## src/rtl/stopwatch_ctrl.sv

```systemverilog
// Stopwatch control and upper-digit stage: runs the start/stop/lap/reset FSM,
// counts seconds and minutes from the centisecond carry, and drives a lap-freezable display.
module stopwatch_ctrl #(
  parameter int SEC_MAX = 59,
  parameter int MIN_MAX = 59
) (
  input  logic       clk,
  input  logic       rst,
  input  logic       cs_clk,
  input  logic [6:0] cs_value,
  input  logic       start_stop,
  input  logic       lap_reset,
  output logic       cs_run,
  output logic       cs_clr_n,
  output logic [6:0] disp_cs,
  output logic [5:0] disp_sec,
  output logic [5:0] disp_min,
  output logic       running,
  output logic       lap_active,
  output logic       overflow
);

  localparam logic [1:0] IDLE  = 2'd0;
  localparam logic [1:0] RUN   = 2'd1;
  localparam logic [1:0] LAP   = 2'd2;
  localparam logic [1:0] PAUSE = 2'd3;

  localparam logic [5:0] SEC_LAST = 6'(SEC_MAX);
  localparam logic [5:0] MIN_LAST = 6'(MIN_MAX);

  logic [1:0] state;
  logic [1:0] state_nx;
  logic       clear_cnt;
  logic       cs_prev;
  logic       tick;
  logic       counting;
  logic [5:0] sec;
  logic [5:0] min;

  assign tick     = cs_clk & ~cs_prev;
  assign counting = (state == RUN) || (state == LAP);

  // Outputs decode the state register only, so they change one cycle after a pulse.
  assign running    = counting;
  assign cs_run     = counting;
  assign lap_active = (state == LAP);
  assign cs_clr_n   = (state != IDLE);

  // NOTE: every signal assigned in always_comb gets a default first so no latch is inferred.
  always_comb begin
    state_nx  = state;
    clear_cnt = 1'b0;
    if (start_stop) begin
      // start_stop has priority; a simultaneous lap_reset is dropped.
      case (state)
        IDLE:    state_nx = RUN;
        RUN:     state_nx = PAUSE;
        LAP:     state_nx = PAUSE;
        PAUSE:   state_nx = RUN;
        default: state_nx = IDLE;
      endcase
    end else if (lap_reset) begin
      case (state)
        IDLE:    state_nx = IDLE;
        RUN:     state_nx = LAP;
        LAP:     state_nx = RUN;
        PAUSE: begin
          state_nx  = IDLE;
          clear_cnt = 1'b1;
        end
        default: state_nx = IDLE;
      endcase
    end
  end

  // NOTE: reset is synchronous and active-low, so it is tested inside the clocked block.
  // NOTE: sequential state uses non-blocking assignments so all registers see pre-edge values.
  always_ff @(posedge clk) begin
    if (!rst) begin
      state    <= IDLE;
      cs_prev  <= 1'b0;
      sec      <= '0;
      min      <= '0;
      overflow <= 1'b0;
      disp_cs  <= '0;
      disp_sec <= '0;
      disp_min <= '0;
    end else begin
      state   <= state_nx;
      cs_prev <= cs_clk;

      // Display tracks live values except while a lap is frozen.
      if (state != LAP) begin
        disp_cs  <= cs_value;
        disp_sec <= sec;
        disp_min <= min;
      end

      if (clear_cnt) begin
        sec      <= '0;
        min      <= '0;
        overflow <= 1'b0;
      end else if (tick && counting) begin
        if (sec < SEC_LAST) begin
          sec <= sec + 6'd1;
        end else if (min < MIN_LAST) begin
          sec <= '0;
          min <= min + 6'd1;
        end else begin
          sec      <= '0;
          min      <= '0;
          overflow <= 1'b1;
        end
      end
    end
  end

endmodule
```

## config.mk

```make
export PLATFORM = sky130hd
export DESIGN_NAME = stopwatch_ctrl
export DESIGN_NICKNAME = d
export VERILOG_FILES = /design/src/rtl/stopwatch_ctrl.sv
export SDC_FILE = /design/constraint.sdc
export NUM_CORES = 1
export LEC_CHECK = 0
export ABC_AREA = 1
export BUFFER_PORTS_ARGS = -buffer_cell sky130_fd_sc_hd__buf_2
export CORE_MARGIN = 2
export CORE_UTILIZATION = 40
export CTS_BUF_LIST = sky130_fd_sc_hd__clkbuf_4
export DETAILED_ROUTE_END_ITERATION = 10
export GPL_TIMING_DRIVEN = 0
export REMOVE_ABC_BUFFERS = 1
export SYNTH_ARGS = -nofsm -noshare
export SYNTH_HDL_FRONTEND = slang
export SYNTH_SLANG_ARGS = --single-unit
```

## constraint.sdc

```tcl
create_clock -name clk -period 1.8 [get_ports clk]
set_input_delay 0.18 -clock clk [delete_from_list [all_inputs] [get_ports clk]]
set_output_delay 0.18 -clock clk [all_outputs]
set_load 0.05 [all_outputs]
```

==> flow_metrics.py <==
metrics = {
    "run_status": {
        "status": "finished, final reports clean",
    },
    "clocking": {
        "post_cts.repair.setup_buffers": 0,
        "tritoncts": "built",
        "cts-hold-fix-buffers": 0,
        "path_clk_slew_ns": 0.10,
        "clockBufferDepth": 2,
        "cts_buffers": 5,
        "root_buffer": "clkbuf_4",
        "cts_sinks": 35,
        "post_cts_resized": 0,
        "htreeDepth": 2,
        "clk_latency_ns": 0.34,
    },
    "global_route": {
        "grt.total_usage": 0.145,
        "grt_max_degree": 31,
        "grt_pass1_wl_um": 4690,
        "grt_pass1_vias": 1054,
        "antenna_found_initial": 0,
        "grt-ovfl-total": 0,
    },
    "layout": {
        "num-fill-cells": 366,
        "synthToLayoutAreaGrowth_pct": 18.6,
        "fin_nets": 245,
        "drive_gt1_frac": 0.272,
        "final_cell_count_no_fill": 276,
        "antenna_cells": 0,
    },
    "logic_synthesis": {
        "synth_cells": 190,
        "netlist_top_cells_area": "dfxtp_1 (46%), nor2_1 (7.9%), o21ai_0 (6.3%)",
        "synth_top_area_cell": "dfxtp_1",
        "synth_edf_count": 0,
        "synth_async_sr_flop_share": 0,
        "yosysWarnings": 0,
        "synth_ff_type": "dfxtp_1",
        "ys_ff_latch": 35,
        "netlist_area_sq_um": 1520,
        "synth.most_common_cell": "dfxtp_1",
        "netlist_top_cells_count": "dfxtp_1 (35), nor2_1 (32), nand2_1 (23)",
        "yosys.area.top_type_share": 0.462,
        "seq_area_frac_synth": 0.462,
        "yosysUniqueCellTypes": 29,
        "avgSynthCellArea_sq_um": 7.98,
    },
    "detailed_routing": {
        "routedWlPerCell_um": 10.8,
        "met3_length_um": 214,
        "antenna_left": 0,
        "dr.pass1.iters": 4,
        "route.met2.wl_um": 1320,
        "viasPerCell": 4.70,
        "drc": 0,
        "topRoutingLayerUsed": "met4",
        "wl_met1_um": 1400,
        "wirelength_um": 2970,
        "vias": 1296,
        "drtIter0Drc": 69,
    },
    "run": {
        "cap_violations": 0,
    },
    "power": {
        "power_density_nw_per_um2": 884,
        "p_leak_nw": 0.878,
        "p_sw_frac": 0.320,
        "p_switching_w": 0.000510,
        "internal_power_w": 0.00108,
        "p_comb_frac": 0.204,
        "p_clk_frac": 0.271,
        "seq_power_share": 0.525,
        "vdd.ir_drop.worst_mv": 0.499,
    },
    "place": {
        "place_inst": 265,
        "port_buffers": 35,
        "post-place-ws_ns": 0.0697,
        "gp_congestion": 0.752,
        "dpl.hpwl_um": 2020,
    },
    "sta": {
        "hold_violations": 0,
        "fin_skew_ns": 0.0117,
        "max-slew-margin-rel": 0.698,
        "period_needed_ns": 1.66,
        "max_freq_ghz": 0.604,
        "setup_slack_ns": 0.144,
        "finalSetupViolCount": 0,
        "worst_pin_slew_ns": 0.452,
        "fin_hold_ws_ns": 0.0301,
        "fin_crit_sh": 0.920,
        "rsz0062_at_grt": "false",
        "slew_viol_final": 0,
    },
    "die": {
        "die_h_um": 65.6,
        "die_area_sq_um": 4300,
        "row_count": 22,
        "pin_count": 36,
        "start_util": 0.414,
        "die_w_um": 65.6,
        "coreArea_sq_um": 3660,
    },
    "setup_path": {
        "critPathArrivalTime_ns": 1.48,
        "end_kind": "output port",
        "slowest_stage": "ha_1",
        "cp_cell_sequence": "inv_1, ha_1, buf_2",
        "crit_fanout": 11,
        "crit_required_ns": 1.62,
        "startpoint_type": "register",
        "path_class": "reg -> out",
        "max_stage_delay_ns": 0.36,
    },
    "worst_hold_path": {
        "worstHoldPathType": "in -> reg",
    },
}
[cells by family (layout without fill, tap and decap cells)]
kind of cell / Yosys count / count (layout) / synth area share
AO/OA/AOI/OAI: 41 / 41 / 0.142
XOR/XNOR: 2 / 2 / 0.0116
adder cells (fa/ha/maj): 6 / 6 / 0.0495
buffers and inverters: 30 / 68 / 0.0842
flip-flops: 35 / 35 / 0.462
AND/OR/NAND/NOR: 76 / 76 / 0.251
[cells in the final DEF (no fill, tap or decap), drive strengths merged]
cell type and n:
a21boi 1, a21oi 17, a221oi 1, buf 38, clkbuf 7, clkinv 1, dfxtp 35, ha 6
inv 22, nand2 26, nand3 7, nand3b 1, nand4 3, nor2 38, nor3 1, o21ai 22
xnor2 1, xor2 1
[stage by stage]
step	TNS, ns	power, W	cell area, sq um	util
after floorplan	-4.68	0.00109	1470	-
after global placement	0	0.00116	1710	0.466
after detailed placement	0	0.00116	1710	0.466
after CTS	0	0.00160	1760	0.482
after global routing	0	0.00168	1800	0.491
final	0	0.00159	1800	0.491
[flip-flops by register name, indices dropped and copies added, names as in the netlist]
| signal | cells |
|---|---|
| cs_prev | 1 |
| disp_cs | 7 |
| disp_min | 6 |
| disp_sec | 6 |
| min | 6 |
| overflow | 1 |
| sec | 6 |
| state | 2 |
[per-layer routing]
layer / up-vias / global-route usage
li1: 684 / -
met1: 562 / 0.177
met2: 46 / 0.226
met3: 4 / 0.0668
met4: 0 / 0.0469
met5: - / 0
[power groups by stage]
stage	Sequential (W)	Combinational [W]	Clock (W)
finish	0.000835	0.000324	0.000430
global route	0.000841	0.000349	0.000488
CTS	0.000836	0.000312	0.000453
detailed placement	0.000854	0.000311	0
global placement	0.000853	0.000310	0
floorplan	0.000944	0.000144	0
[final cells by class]
type	instances	area (sq um)	share of cell area
Sequential cell	35	701	0.389
Multi-Input combinational cell	125	688	0.382
Inverter	22	82.6	0.0459
Timing Repair Buffer	38	210	0.117
Tap cell	48	60.1	0.0334
Clock buffer	7	52.6	0.0292
Clock inverter	1	5.00	0.00278
[worst paths after layout]
path | start | endpoint | slack, ns | cells past startpoint
setup / recovery | state[0] | lap_active | 0.14 | 3
hold / removal | cs_clk | cs_prev | 0.03 | 3
setup reg to reg | state[1] | min[1] | 0.17 | 8
hold reg to reg | overflow | overflow | 0.46 | 2
[worst max-delay path: cells and delay by family (launching register included)]
kind / cells / cell delay (ns)
adder cells (fa/ha/maj): 1 / 0.36
buffers and inverters: 2 / 0.43
flip-flops: 1 / 0.34
Power figures use the tool's default switching activity.
